===== src/rtl/ld_arb_pkg.sv =====
// Shared types for the two-requester line_drawer arbiter.
package ld_arb_pkg;

    localparam int CW_DEF = 11;

    typedef enum logic [1:0] {IDLE, DRAW, GAP} state_t;

    typedef logic signed [CW_DEF-1:0] coord_t;

    typedef struct packed {
        coord_t x0;
        coord_t y0;
        coord_t x1;
        coord_t y1;
    } seg_t;

    function automatic logic [1:0] onehot2(input logic idx);
        return idx ? 2'b10 : 2'b01;
    endfunction

endpackage


===== src/rtl/rr_pick2.sv =====
// Combinational 2-way round-robin select; a contested pick goes to the requester not served last.
module rr_pick2 (
    input  logic [1:0] req,
    input  logic       last,
    output logic       winner,
    output logic       valid
);

    always_comb begin
        valid  = |req;
        winner = (req == 2'b11) ? ~last : req[1];
    end

endmodule


===== src/rtl/line_drawer_arbiter.sv =====
// Shares one line_drawer between two segment requesters: round-robin grant,
// endpoint latch, start held until done, fixed inter-segment gap, watchdog abort.
module line_drawer_arbiter
    import ld_arb_pkg::*;
#(
    parameter int GAP_CYCLES = 2,
    parameter int TIMEOUT    = 1048576,
    parameter int CW         = CW_DEF
) (
    input  logic                        CLOCK_50,
    input  logic                        rst,
    input  logic [1:0]                  req,
    input  logic signed [1:0][CW-1:0]   req_x0,
    input  logic signed [1:0][CW-1:0]   req_y0,
    input  logic signed [1:0][CW-1:0]   req_x1,
    input  logic signed [1:0][CW-1:0]   req_y1,
    output logic [1:0]                  gnt,
    output logic [1:0]                  ack,
    output logic [1:0]                  err,
    output logic                        busy,
    output logic                        ld_start,
    output logic signed [CW-1:0]        ld_x0,
    output logic signed [CW-1:0]        ld_y0,
    output logic signed [CW-1:0]        ld_x1,
    output logic signed [CW-1:0]        ld_y1,
    input  logic                        ld_done
);

    localparam logic [20:0] WDOG_LAST = 21'(TIMEOUT - 1);
    localparam logic [3:0]  GAP_LAST  = 4'(GAP_CYCLES - 1);

    state_t              state, state_nxt;
    logic                last, last_nxt;
    logic [20:0]         wdog, wdog_nxt;
    logic [3:0]          gapcnt, gap_nxt;
    logic [1:0]          gnt_nxt, ack_nxt, err_nxt;
    logic                busy_nxt, start_nxt;
    logic signed [CW-1:0] x0_nxt, y0_nxt, x1_nxt, y1_nxt;
    logic                pick_w, pick_vld;

    rr_pick2 u_pick (
        .req    (req),
        .last   (last),
        .winner (pick_w),
        .valid  (pick_vld)
    );

    always_ff @(posedge CLOCK_50) begin
        if (rst) begin
            state    <= IDLE;
            last     <= 1'b1;
            wdog     <= '0;
            gapcnt   <= '0;
            gnt      <= '0;
            ack      <= '0;
            err      <= '0;
            busy     <= 1'b0;
            ld_start <= 1'b0;
            ld_x0    <= '0;
            ld_y0    <= '0;
            ld_x1    <= '0;
            ld_y1    <= '0;
        end else begin
            state    <= state_nxt;
            last     <= last_nxt;
            wdog     <= wdog_nxt;
            gapcnt   <= gap_nxt;
            gnt      <= gnt_nxt;
            ack      <= ack_nxt;
            err      <= err_nxt;
            busy     <= busy_nxt;
            ld_start <= start_nxt;
            ld_x0    <= x0_nxt;
            ld_y0    <= y0_nxt;
            ld_x1    <= x1_nxt;
            ld_y1    <= y1_nxt;
        end
    end

    always_comb begin
        state_nxt = state;
        last_nxt  = last;
        wdog_nxt  = wdog;
        gap_nxt   = gapcnt;
        gnt_nxt   = gnt;
        ack_nxt   = '0;
        err_nxt   = '0;
        busy_nxt  = busy;
        start_nxt = ld_start;
        x0_nxt    = ld_x0;
        y0_nxt    = ld_y0;
        x1_nxt    = ld_x1;
        y1_nxt    = ld_y1;
        case (state)
            IDLE: begin
                gnt_nxt = '0;
                if (pick_vld) begin
                    state_nxt = DRAW;
                    gnt_nxt   = onehot2(pick_w);
                    x0_nxt    = req_x0[pick_w];
                    y0_nxt    = req_y0[pick_w];
                    x1_nxt    = req_x1[pick_w];
                    y1_nxt    = req_y1[pick_w];
                    start_nxt = 1'b1;
                    busy_nxt  = 1'b1;
                    last_nxt  = pick_w;
                    wdog_nxt  = '0;
                end
            end
            DRAW: begin
                // done is checked first so it wins over a simultaneous timeout
                if (ld_done) begin
                    state_nxt = GAP;
                    start_nxt = 1'b0;
                    ack_nxt   = onehot2(last);
                    gnt_nxt   = '0;
                    gap_nxt   = '0;
                end else if (wdog == WDOG_LAST) begin
                    state_nxt = GAP;
                    start_nxt = 1'b0;
                    err_nxt   = onehot2(last);
                    gnt_nxt   = '0;
                    gap_nxt   = '0;
                end else begin
                    wdog_nxt = wdog + 21'd1;
                end
            end
            GAP: begin
                if (gapcnt == GAP_LAST) begin
                    state_nxt = IDLE;
                    busy_nxt  = 1'b0;
                end else begin
                    gap_nxt = gapcnt + 4'd1;
                end
            end
            default: state_nxt = IDLE;
        endcase
    end

endmodule

===== config.mk =====
export PLATFORM = sky130hd
export DESIGN_NAME = line_drawer_arbiter
export DESIGN_NICKNAME = d
export VERILOG_FILES = /design/src/rtl/ld_arb_pkg.sv /design/src/rtl/rr_pick2.sv /design/src/rtl/line_drawer_arbiter.sv
export SDC_FILE = /design/constraint.sdc
export NUM_CORES = 1
export LEC_CHECK = 0
export CORE_UTILIZATION = 45
export DETAILED_ROUTE_END_ITERATION = 16
export MAX_ROUTING_LAYER = met4
export PLACE_DENSITY = 0.92
export SLEW_MARGIN = 20
export SYNTH_ARGS = -nofsm -noshare
export SYNTH_HDL_FRONTEND = slang
export SYNTH_SLANG_ARGS = --single-unit

===== constraint.sdc =====
create_clock -name CLOCK_50 -period 4.6 [get_ports CLOCK_50]
set_clock_uncertainty 0.05 [all_clocks]
set_input_delay 0.69 -clock CLOCK_50 [delete_from_list [all_inputs] [get_ports CLOCK_50]]
set_output_delay 0.69 -clock CLOCK_50 [all_outputs]
set_load 0.01 [all_outputs]

# Yosys cells after proc, flatten, opt, wreduce, memory -nomap -nowiden
# Cells that the tools add are included.
# totals
elab_cells	79
output_inout_bits	52
ram_bits	0
latch_bits	0
regBits	80
mem_bits_ro	0
mem_count	0
inputBits	93
# classes
bitwise_logic	4
n_reduce_logical	14
mux	34
addsub	2
div	0
mul	0
magnitude_cmp	1
eq_ne	11
n_shift	0
# ops
cell	n
2-to-1 mux 11 bit	8
2-to-1 mux 21 bit	3
one-hot mux 21 bit (2 select lines)	1
adder 21 x 1 -> 21 bit, second input constant	1
== test 21 x 20 -> 1 bit, second input constant	1
2-to-1 mux 2 bit	9
2-to-1 mux 4 bit	3
AND reduction 3 bit	4
inequality test 2 bit, second input constant	5
one-hot mux 4 bit (2 select lines)	1
one-hot mux 2 bit (3 select lines)	1
nonzero test 2 bit	3
2-to-1 mux 1 bit	5
adder 4 x 1 -> 4 bit, second input constant	1
== test 2 bit, second input constant	2
== test 4 x 1 -> 1 bit, second input constant	1
NOT 1 bit	4
one-hot mux 1 bit (2 select lines)	2
one-hot mux 2 bit (2 select lines)	1
AND reduction 2 bit	2
AND reduction 4 bit	1
OR reduction 4 bit	1
inequality test 3 bit, second input constant	1
OR reduction 3 bit	1
other kinds (4)	4

# Logic depth before layout (Yosys ltp)
# Gate-level depths: netlist of run 1.
# depth
depth_word	5
ltp_mapped	7
ltp_nobuf	6

# Hierarchy
# Synthesis of run 1 repeated with hierarchy kept, for this count alone.
# unflattened
cells_unflattened	418
hier_area_um2	3694.8
# by_module_without_submodules
module	seq_area_each_um2	area_per_inst_um2	n_inst	cells_each
line_drawer_arbiter	1601.5	3681.0	1	416
rr_pick2	0.0	13.8	1	2

# Least setup slack after synthesis of run 1
# OpenSTA, ideal clock, no wires.
# synth_path
path_kind	input -> register
startpoint	input port ld_done
endpoint	register wdog[14]
setup_ns	0.074
path_buffers	1
arrival_time_ns	1.799
required_time_ns	4.476
stages	4
setup_slack_ns	2.677
cell_sequence	buf_1 > a211o_2 > or3_2 > a31oi_1
# synth_via
elab_chain_cells	2
# synth_rtl
item	line	rtl
from (decl)	line_drawer_arbiter.sv:26	input logic ld_done
inequality test 2 bit (no line)	n/a	
AND reduction 4 bit (no line)	n/a	
to (signal assigned)	line_drawer_arbiter.sv:66	wdog <= wdog_nxt;
to (decl)	line_drawer_arbiter.sv:34	logic [20:0] wdog, wdog_nxt;
# No other way between the ends.
# A chain may end at the register's enable or synchronous reset.

# Worst setup path after layout of run 1
# layout_path
startpoint	input port req[0]
endpoint	register ld_x0[2]
# layout_via
elab_chain_cells	4
word_cells_on_any_way	6
cone_classes	eq/ne: 1; mux: 3; reduce/logical: 2
# layout_rtl
item	line	rtl
from (decl)	line_drawer_arbiter.sv:12	input logic [1:0] req,
== test 2 bit	rr_pick2.sv:11	winner = (req == 2'b11) ? ~last : req[1];
2-to-1 mux 1 bit	rr_pick2.sv:11	
2-to-1 mux 11 bit (implied by the code) (2 in a row)	line_drawer_arbiter.sv:100	x0_nxt = req_x0[pick_w];
to (signal assigned)	line_drawer_arbiter.sv:73	ld_x0 <= x0_nxt;
to (decl)	line_drawer_arbiter.sv:22	output logic signed [CW-1:0] ld_x0,
# Parallel ways exist; a longest one is shown, timed or not. The select of a mux whose other input is x is not followed.

==> summary.log, run 1 <==
[worst_setup_path] startpoint type of the worst setup path input pin
[detailed_routing] residual antenna-violating net count after detailed routing 0
[logic_synthesis] total of warnings raised by yosys 0
[logic_synthesis] post-synthesis register bit count 80
[worst_setup_path] worst-case reg-to-reg path depth 6
[global_routing] initial antenna violation count 0
[sta] final count of hold timing violations 0
[job] Max-cap violations 0
[sta] transition time of the tightest slew-check pin 0.782 ns
[clock_tree] buffer type at the clock tree root sky130_fd_sc_hd__clkbuf_8
[min_path] worst hold path type reg2reg
[clock_tree] buffer count from post-CTS setup fixing 0
[cells_and_area] final antenna diode count 0
[logic_synthesis] share of Yosys cell area claimed by the top area cell type 48.2%
[floorplan] Die Height 87.9 um
[logic_synthesis] number of unique standard cell types used by synthesis 55
[sta] total count of max-transition violations in the final report 0
[sta] Final period util 51.9%
[power] Combinational Power Share 21.9%
[floorplan] area enclosed by the die boundary 7730 um^2
[worst_setup_path] crit path max-delay cell type sky130_fd_sc_hd__clkdlybuf4s50_1
[logic_synthesis] post-synthesis sequential area ratio 48.2%
[worst_setup_path] peak per-stage delay on the critical path 0.54 ns
[clock_tree] hold-fix buffer count after cts 0
[sta] post-layout minimum cycle time 2.39 ns
[floorplan] effective utilization at floorplan 47.8%
[global_routing] maximum number of pins on one net before global-route repair 70
[worst_setup_path] peak fanout along the critical path 32
[power] Switching Share 26.3%
[power] P_int 1.31 mW
[clock_tree] number of sinks handled by clock tree synthesis 80
[detailed_routing] DR pass1 iterations 9
[cells_and_area] post-layout net count 582
[detailed_routing] average detailed-routed wire length per instance 18.3 um
[sta] TNS Setup 0 ns
[floorplan] Chip Width 87.9 um
[worst_setup_path] capturing element type of the critical path flop
[clock_tree] clock tree from TritonCTS yes
[worst_setup_path] worst reg2reg setup slack 2.29 ns
[detailed_routing] Post-Route WL 10700 um
[logic_synthesis] number of synthesized flops with an enable pin 0
[global_routing] vias in the first global route 3493
[clock_tree] Inserted Clock Buffers 9
[logic_synthesis] most repeated cell in the gate-level netlist after synthesis sky130_fd_sc_hd__dfxtp_1
[sta] achievable frequency 0.419 GHz
[detailed_routing] DRT iter0 DRCs 322
[global_routing] aggregate global-route resource usage 28.0%
[power] P per Cell Area 352 nW/um^2
[detailed_routing] detail-routed via count per cell 6.10
[clock_tree] clk_lat worst skew 0.34 ns
[logic_synthesis] cells taking the most area after synthesis sky130_fd_sc_hd__dfxtp_1 (48%), sky130_fd_sc_hd__a222oi_1 (13%), sky130_fd_sc_hd__nor2_1 (6.6%), sky130_fd_sc_hd__a21oi_1 (2.9%), sky130_fd_sc_hd__clkbuf_1 (2.1%)
[logic_synthesis] cells after synthesis 354
[clock_tree] CTS HTree Levels 3
[logic_synthesis] area of the mapped netlist 3320 um^2
[detailed_routing] detailed-route via count 3567
[cells_and_area] final design area excluding fillers 5040 um^2
[floorplan] I/O Pins 145
[clock_tree] clock input transition at the sequential cells of the worst setup and hold paths 0.08 ns
[placed_design] final HPWL from detailed placement 7410 um
[logic_synthesis] cell accounting for the most synthesized area sky130_fd_sc_hd__dfxtp_1
[power] Net Switching 0.467 mW
[power] clock group share of total power 34.5%
[clock_tree] largest buffer count on any clock path 2
[run_status] run status complete, no violations
[logic_synthesis] Post-Syn Nets 450
[power] Lkg Pwr 1.84 nW
[placed_design] GPL Wtd Cong 0.949
[logic_synthesis] most frequent cells after synthesis sky130_fd_sc_hd__dfxtp_1 (80), sky130_fd_sc_hd__nor2_1 (58), sky130_fd_sc_hd__a222oi_1 (44)
[logic_synthesis] Post-synth top flop sky130_fd_sc_hd__dfxtp_1
[sta] remaining max-slew budget at the tightest pin 47.9%
[logic_synthesis] async set-or-reset flop fraction in the synthesized netlist 0%
[worst_setup_path] Crit path arrival time 2.60 ns
[floorplan] core area 6940 um^2
[floorplan] site row count 30
[global_routing] overall overflow remaining after global route 0
[detailed_routing] Remaining DRCs 0
[worst_setup_path] worst path cell trace clkdlybuf4s50_1 > a21boi_0 > nor2_2 > buf_4 > a222oi_1 > nor2_1
[power] Sequential Power Share 43.6%
[worst_setup_path] type of the worst setup path in2reg
[placed_design] cell area after placement 4810 um^2
[worst_setup_path] required time of the worst setup path 4.82 ns
[placed_design] IO Port Bufs 144
[power] Worst VDD drop 0.000217 V
[min_path] depth of the worst hold-timing path 1
[logic_synthesis] post-synthesis area per instance 9.38 um^2
[sta] final setup fails 0
[global_routing] first-pass GRT wire length 16200 um
[cells_and_area] share of post-route cells with drive strength above 1 7.16%
[sta] RSZ-0062 raised after global routing no
[cells_and_area] Synth-to-Final Area Change 51.7%
[clock_tree] post-cts resize count 0
[power by group through the flow]
| stage | Sequential, mW | Clock [mW] | Combinational [mW] |
|---|---|---|---|
| 3_5_place_dp | 0.787 | 0 | 0.385 |
| 4_1_cts | 0.772 | 0.616 | 0.388 |
| 6_report | 0.773 | 0.612 | 0.389 |
| 3_3_place_gp | 0.784 | 0 | 0.373 |
| 5_1_grt | 0.779 | 0.646 | 0.416 |
| 2_1_floorplan | 0.804 | 0 | 0.153 |
[critical path, delay by kind of cell]
family                 cells  cell delay, ns
AO/OA/AOI/OAI              2            0.30
buffers and inverters      2            0.97
AND/OR/NAND/NOR            2            0.63
[routing by layer]
layer / GRT usage [%] / part of all wire [%] / up-vias
li1: - / - / 1640
met1: 31.6 / 38 / 1709
met2: 47.8 / 52 / 188
met3: 5.75 / 7.4 / 30
met4: 12.4 / 3.0 / 0
met5: - / 0 / -
[cells in the final DEF (no fill, tap or decap), drive strengths merged, types with 4 or more instances in the layout]
master / instances
clkdlybuf4s50: 143
dfxtp: 80
nor2: 58
a222oi: 44
a21oi: 19
nand2: 17
nand3: 14
a31oi: 10
clkbuf: 9
nand4: 7
nor3: 7
o21ai: 7
and3: 6
or3: 6
inv: 5
buf: 5
o211ai: 4
o21a: 4
[cell type report]
class                   count  area (um^2)
inverters                   4         15.0
well taps                  96          120
flip-flops and latches     80         1600
repair buffers            148         1470
clock buffers               9          124
fillers                   496         1910
multi-input cells         243         1610
clock inverters             5          106
[final timing paths]
path,start,end
worst max register to register,wdog[0],wdog[8]
worst min register to register,wdog[20],wdog[20]
worst min-delay path,wdog[20],wdog[20]
worst max-delay path,req[0],ld_x0[2]
[metrics by stage]
| stage | setup WS (ns) | cells | hold WS [ns] | total power [mW] | util [%] |
|---|---|---|---|---|---|
| 2_1_floorplan | 2.68 | 354 | 0.397 | 0.958 | - |
| 3_3_place_gp | 1.84 | 571 | 0.412 | 1.16 | 69.2 |
| 3_5_place_dp | 1.84 | 571 | 0.426 | 1.17 | 69.2 |
| 4_1_cts | 2.20 | 585 | 0.431 | 1.78 | 72.6 |
| 5_1_grt | 2.07 | 585 | 0.438 | 1.84 | 72.6 |
| 6_report | 2.21 | 585 | 0.428 | 1.77 | 72.6 |
[registers in the layout (all words and copies together), names as in the netlist, 4 cells and up]
signal  cells
ld_y0      11
ld_x0      11
wdog       21
ld_y1      11
ld_x1      11
gapcnt      4
[logic make-up (layout without fill, tap and decap cells)]
group | Yosys count | in the layout | synth area share [%]
simple gates | 133 | 133 | 20.7
compound gates | 105 | 105 | 25.3
xor+xnor | 1 | 1 | 0.264
buf+inv | 31 | 166 | 4.07
fa+ha+maj | 3 | 3 | 1.13
flops | 80 | 80 | 48.2
mux | 1 | 1 | 0.301
Power figures use the tool's default switching activity.
==> run 2: changes to the inputs <==
Settings changed: CORE_UTILIZATION 45 to 38, PLACE_DENSITY 0.92 to 0.83.
Clock period 4.6 ns to 2.1 ns, I/O delays scaled along.
==> run 2 against run 1 <==
Via count down 0.56%. Wire length decreased by 2.0%. Final area is 3.0% higher. Register-to-register slack worse by 2.2 ns. Hold slack worse by 0.036 ns. Sequential power increased by 120%. Final cell count up 5.8%. Combinational power increased by 130%. Largest cell class is now buffers.
==> summary.log, run 2 (synthesis gave the netlist of run 1 again) <==
[cells_and_area] post-layout utilization of the core 62.2%
[worst_setup_path] Crit path arrival time 2.22 ns
[floorplan] site row count 33
[power] P per Cell Area 730 nW/um^2
[power] Combinational Power Share 23.5%
[detailed_routing] DRT iter0 DRCs 289
[placed_design] Cells after DPL 602
[floorplan] Die Height 95.5 um
[sta] achievable frequency 0.504 GHz
[sta] post-layout minimum cycle time 1.98 ns
[power] Net Switching 1.10 mW
[run_status] run status complete, no violations
[cells_and_area] Synth-to-Final Area Change 56.2%
[power] Lkg Pwr 1.94 nW
[cells_and_area] register bank with the most flops wdog
[placed_design] final HPWL from detailed placement 7630 um
[worst_setup_path] R2R Path Start wdog[8]
[global_routing] first-pass GRT wire length 16200 um
[floorplan] effective utilization at floorplan 39.8%
[power] clock group share of total power 31.9%
[cells_and_area] area of combinational cells with multiple inputs 1600 um^2
[sta] remaining max-slew budget at the tightest pin 63.9%
[floorplan] core area 8340 um^2
[clock_tree] post-cts resize count 0
[worst_setup_path] timing endpoint of the critical path wdog[3]
[floorplan] I/O Pins 145
[clock_tree] clock input transition at the sequential cells of the worst setup and hold paths 0.09 ns
[global_routing] maximum number of pins on one net before global-route repair 36
[placed_design] GPL Wtd Cong 0.895
[floorplan] area enclosed by the die boundary 9120 um^2
[sta] final setup fails 0
[power] Sequential Power Share 44.7%
[detailed_routing] average detailed-routed wire length per instance 16.9 um
[job] Max-cap violations 0
[cells_and_area] most used cells in the layout excluding fill and tap cells sky130_fd_sc_hd__clkdlybuf4s50_1 (143), sky130_fd_sc_hd__dfxtp_1 (80), sky130_fd_sc_hd__nor2_1 (57)
[power] total chip power 3.79 mW
[worst_setup_path] endpoint of the most critical register-to-register path wdog[3]
[cells_and_area] post-route insts no fill 619
[sta] transition time of the tightest slew-check pin 0.541 ns
[cells_and_area] most common cell after layout, fill and taps aside sky130_fd_sc_hd__clkdlybuf4s50_1
[power] Worst VDD drop 0.000438 V
[detailed_routing] Post-Route WL 10500 um
[global_routing] aggregate global-route resource usage 23.9%
[detailed_routing] Remaining DRCs 0
[worst_setup_path] capturing element type of the critical path flop
[floorplan] Chip Width 95.5 um
[detailed_routing] residual antenna-violating net count after detailed routing 0
[min_path] critical hold path startpoint rst
[clock_tree] clk_lat worst skew 0.36 ns
[clock_tree] largest buffer count on any clock path 2
[cells_and_area] fill cell total of the finished layout 684
[cells_and_area] Sequential cell area 1600 um^2
[sta] final count of hold timing violations 0
[sta] TNS Setup 0 ns
[worst_setup_path] required time of the worst setup path 2.34 ns
[worst_setup_path] critical path startpoint wdog[8]
[placed_design] IO Port Bufs 144
[power] P_int 2.69 mW
[worst_setup_path] type of the worst setup path reg2reg
[global_routing] vias in the first global route 3402
[cells_and_area] flip-flop count of the largest register, all copies and words added 21
[cells_and_area] share of post-route cells with drive strength above 1 11.3%
[sta] total count of max-transition violations in the final report 0
[detailed_routing] detailed-route via count 3547
[clock_tree] buffer count from post-CTS setup fixing 0
[worst_setup_path] worst reg2reg setup slack 0.12 ns
[global_routing] initial antenna violation count 0
[placed_design] cell area after placement 4980 um^2
[worst_setup_path] worst-case reg-to-reg path depth 6
[clock_tree] clock tree from TritonCTS yes
[global_routing] overall overflow remaining after global route 0
[clock_tree] Inserted Clock Buffers 9
[clock_tree] buffer type at the clock tree root sky130_fd_sc_hd__clkbuf_8
[sta] Final period util 94.5%
[sta] RSZ-0062 raised after global routing no
[clock_tree] number of sinks handled by clock tree synthesis 80
[worst_setup_path] peak fanout along the critical path 9
[clock_tree] hold-fix buffer count after cts 0
[cells_and_area] post-layout net count 604
[worst_setup_path] startpoint type of the worst setup path flop
[power] Switching Share 29.0%
[clock_tree] CTS HTree Levels 3
[detailed_routing] detail-routed via count per cell 5.73
[detailed_routing] DR pass1 iterations 8
[cells_and_area] final design area excluding fillers 5190 um^2
[min_path] worst hold path type in2reg
run 2: per-stage QoR:
step           setup WS (ns)  hold WS (ns)
5_1_grt              0.00235         0.395
4_1_cts               0.0682         0.366
6_report               0.116         0.393
2_1_floorplan          0.187         0.397
3_3_place_gp           0.103         0.413
3_5_place_dp          0.0400         0.418
run 2: final cells by class:
cell class / instances / share of cell area, %
clock inverters: 7 / 1.62
well taps: 105 / 2.53
inverters: 4 / 0.289
multi-input cells: 243 / 30.8
repair buffers: 170 / 31.4
diodes: 1 / 0.0482
flip-flops and latches: 80 / 30.9
clock buffers: 9 / 2.39
run 2: how the worst min path moves through the flow:
stage,end,cells after the start
3_5_place_dp,wdog[15],1
3_3_place_gp,wdog[20],1
5_1_grt,err[0],4
4_1_cts,wdog[15],4
2_1_floorplan,wdog[15],1
6_report,wdog[15],4
run 2: power by group through the flow:
| stage | Combinational (mW) | Clock (mW) | Sequential [mW] |
|---|---|---|---|
| after floorplan | 0.336 | 0 | 1.76 |
| after global placement | 0.866 | 0 | 1.72 |
| after detailed placement | 0.886 | 0 | 1.73 |
| after CTS | 0.892 | 1.22 | 1.69 |
| after global routing | 0.963 | 1.30 | 1.71 |
| final | 0.889 | 1.21 | 1.69 |
run 2: worst max-delay path, stage by stage, from the launching register on:
cell and delay [ns]:
sky130_fd_sc_hd__dfxtp_1 0.48, sky130_fd_sc_hd__nand4_4 0.19, sky130_fd_sc_hd__nor4_4 0.45, sky130_fd_sc_hd__a211o_2 0.28, sky130_fd_sc_hd__buf_4 0.16, sky130_fd_sc_hd__nand2_4 0.10, sky130_fd_sc_hd__a31oi_1 0.19
run 2: metal layers:
layer / track usage, % / vias up / wire (um)
li1: - / 1693 / -
met1: 30.3 / 1692 / 4370
met2: 37.8 / 147 / 5250
met3: 4.31 / 15 / 649
met4: 9.58 / 0 / 189
met5: - / - / 0
==> run 3: changes to the inputs <==
Settings changed: CORE_UTILIZATION 38 to 45, PLACE_DENSITY 0.83 to 0.92.
Clock period 2.1 ns to 2.39 ns, I/O delays scaled along.
==> run 3 against run 2 <==
Sequential share of layout area up 0.91 points. Count of clock-buffer cells in the layout up 3. Final area fell by 2.9%. Clock power shrank 26%. Fmax shrank 9.0%. Largest power group unchanged. Sequential power fell by 12%. Final cell count shrank 4.2%. Largest cell class is now registers. Highest routed layer unchanged. First-iteration DRC count up 24%. Flip-flop and latch count did not move. Register-to-register slack gained 0.09 ns.
==> summary.log, run 3 (synthesis gave the netlist of run 1 again) <==
[worst_setup_path] Crit path arrival time 2.37 ns
[detailed_routing] Remaining DRCs 0
[global_routing] overall overflow remaining after global route 0
[floorplan] effective utilization at floorplan 47.8%
[worst_setup_path] required time of the worst setup path 2.58 ns
[detailed_routing] DRT iter0 DRCs 358
[worst_setup_path] critical path startpoint wdog[0]
[placed_design] final HPWL from detailed placement 7600 um
[floorplan] core area 6940 um^2
[floorplan] site row count 30
[cells_and_area] most common cell after layout, fill and taps aside sky130_fd_sc_hd__clkdlybuf4s50_1
[clock_tree] clock tree from TritonCTS yes
[global_routing] first-pass GRT wire length 16600 um
[worst_setup_path] R2R Path Start wdog[0]
[detailed_routing] residual antenna-violating net count after detailed routing 0
[power] Worst VDD drop 0.000409 V
[detailed_routing] DR pass1 iterations 7
[sta] final count of hold timing violations 0
[sta] transition time of the tightest slew-check pin 0.713 ns
[clock_tree] hold-fix buffer count after cts 0
[cells_and_area] post-layout utilization of the core 72.6%
[min_path] worst hold path type in2reg
[power] Lkg Pwr 1.85 nW
[global_routing] initial antenna violation count 0
[global_routing] vias in the first global route 3542
[detailed_routing] average detailed-routed wire length per instance 18.2 um
[power] P per Cell Area 625 nW/um^2
[sta] total count of max-transition violations in the final report 0
[clock_tree] buffer type at the clock tree root sky130_fd_sc_hd__clkbuf_8
[worst_setup_path] worst reg2reg setup slack 0.21 ns
[cells_and_area] final design area excluding fillers 5040 um^2
[placed_design] GPL Wtd Cong 0.904
[placed_design] cell area after placement 4870 um^2
[clock_tree] largest buffer count on any clock path 2
[cells_and_area] final antenna diode count 0
[clock_tree] clock input transition at the sequential cells of the worst setup and hold paths 0.08 ns
[clock_tree] post-cts resize count 0
[detailed_routing] detail-routed via count per cell 6.11
[sta] post-layout minimum cycle time 2.18 ns
[detailed_routing] Post-Route WL 10800 um
[worst_setup_path] peak fanout along the critical path 8
[cells_and_area] most used cells in the layout excluding fill and tap cells sky130_fd_sc_hd__clkdlybuf4s50_1 (143), sky130_fd_sc_hd__dfxtp_1 (80), sky130_fd_sc_hd__nor2_1 (57)
[sta] Final period util 91.2%
[floorplan] Die Height 87.9 um
[run_status] run status complete, no violations
[clock_tree] number of sinks handled by clock tree synthesis 80
[sta] remaining max-slew budget at the tightest pin 52.5%
[floorplan] area enclosed by the die boundary 7730 um^2
[worst_setup_path] worst-case reg-to-reg path depth 6
[worst_setup_path] endpoint of the most critical register-to-register path wdog[8]
[worst_setup_path] timing endpoint of the critical path wdog[8]
[global_routing] aggregate global-route resource usage 29.1%
[job] Max-cap violations 0
[power] total chip power 3.15 mW
[worst_setup_path] type of the worst setup path reg2reg
[sta] final setup fails 0
[global_routing] maximum number of pins on one net before global-route repair 69
[clock_tree] CTS HTree Levels 3
[floorplan] I/O Pins 145
[clock_tree] Inserted Clock Buffers 9
[cells_and_area] Synth-to-Final Area Change 51.7%
[cells_and_area] post-layout net count 589
[cells_and_area] share of post-route cells with drive strength above 1 8.25%
[worst_setup_path] capturing element type of the critical path flop
[sta] RSZ-0062 raised after global routing no
[cells_and_area] flip-flop count of the largest register, all copies and words added 21
[detailed_routing] detailed-route via count 3626
[clock_tree] clk_lat worst skew 0.35 ns
[cells_and_area] register bank with the most flops wdog
[placed_design] IO Port Bufs 144
[floorplan] Chip Width 87.9 um
[worst_setup_path] startpoint type of the worst setup path flop
[sta] achievable frequency 0.459 GHz
[clock_tree] buffer count from post-CTS setup fixing 0
[sta] TNS Setup 0 ns
[run 3: per-stage QoR]
stage               cells  hold WS (ns)  worst slack (ns)
global route          593         0.382            0.0270
CTS                   593         0.334             0.205
detailed placement    578         0.422             0.142
finish                593         0.364             0.210
floorplan             354         0.397             0.477
global placement      578         0.415             0.248
[run 3: area by class of cell]
cell class                 instances  area (um^2)
timing repair buffer             155         1530
tap                               96          120
inverter                           4         15.0
clock inverter                     3         17.5
multi-input combinational        243         1600
clock buffer                      12          155
fill                             492         1900
sequential                        80         1600
[run 3: worst min-delay path by stage]
| stage | start | endpoint | cells past startpoint |
|---|---|---|---|
| finish | rst | wdog[15] | 4 |
| global route | rst | wdog[19] | 4 |
| CTS | rst | wdog[15] | 4 |
| detailed placement | wdog[20] | wdog[20] | 1 |
| global placement | wdog[6] | wdog[6] | 1 |
| floorplan | wdog[15] | wdog[15] | 1 |
[run 3: worst max-delay path, stage by stage (launching register included)]
cell	delay (ns)
sky130_fd_sc_hd__dfxtp_1	0.36
sky130_fd_sc_hd__ha_1	0.25
sky130_fd_sc_hd__nand3_2	0.20
sky130_fd_sc_hd__nor4_4	0.10
sky130_fd_sc_hd__a211oi_1	0.54
sky130_fd_sc_hd__nor3_1	0.15
sky130_fd_sc_hd__a221o_2	0.43
[run 3: routing by layer]
metal | routed length [um] | vias to the layer above | track usage, %
met5 | 0 | - | -
met4 | 347 | 0 | 12.7
met3 | 930 | 37 | 9.80
met2 | 5370 | 217 | 47.2
met1 | 4120 | 1716 | 32.4
li1 | - | 1656 | -
[run 3: power by group]
group | internal (mW) | switching (mW) | total, mW | leakage [nW]
clock | 0.425 | 0.472 | 0.897 | 0.0882
sequential | 1.43 | 0.0573 | 1.49 | 0.655
combinational | 0.416 | 0.353 | 0.769 | 1.11
total | 2.27 | 0.882 | 3.15 | 1.85
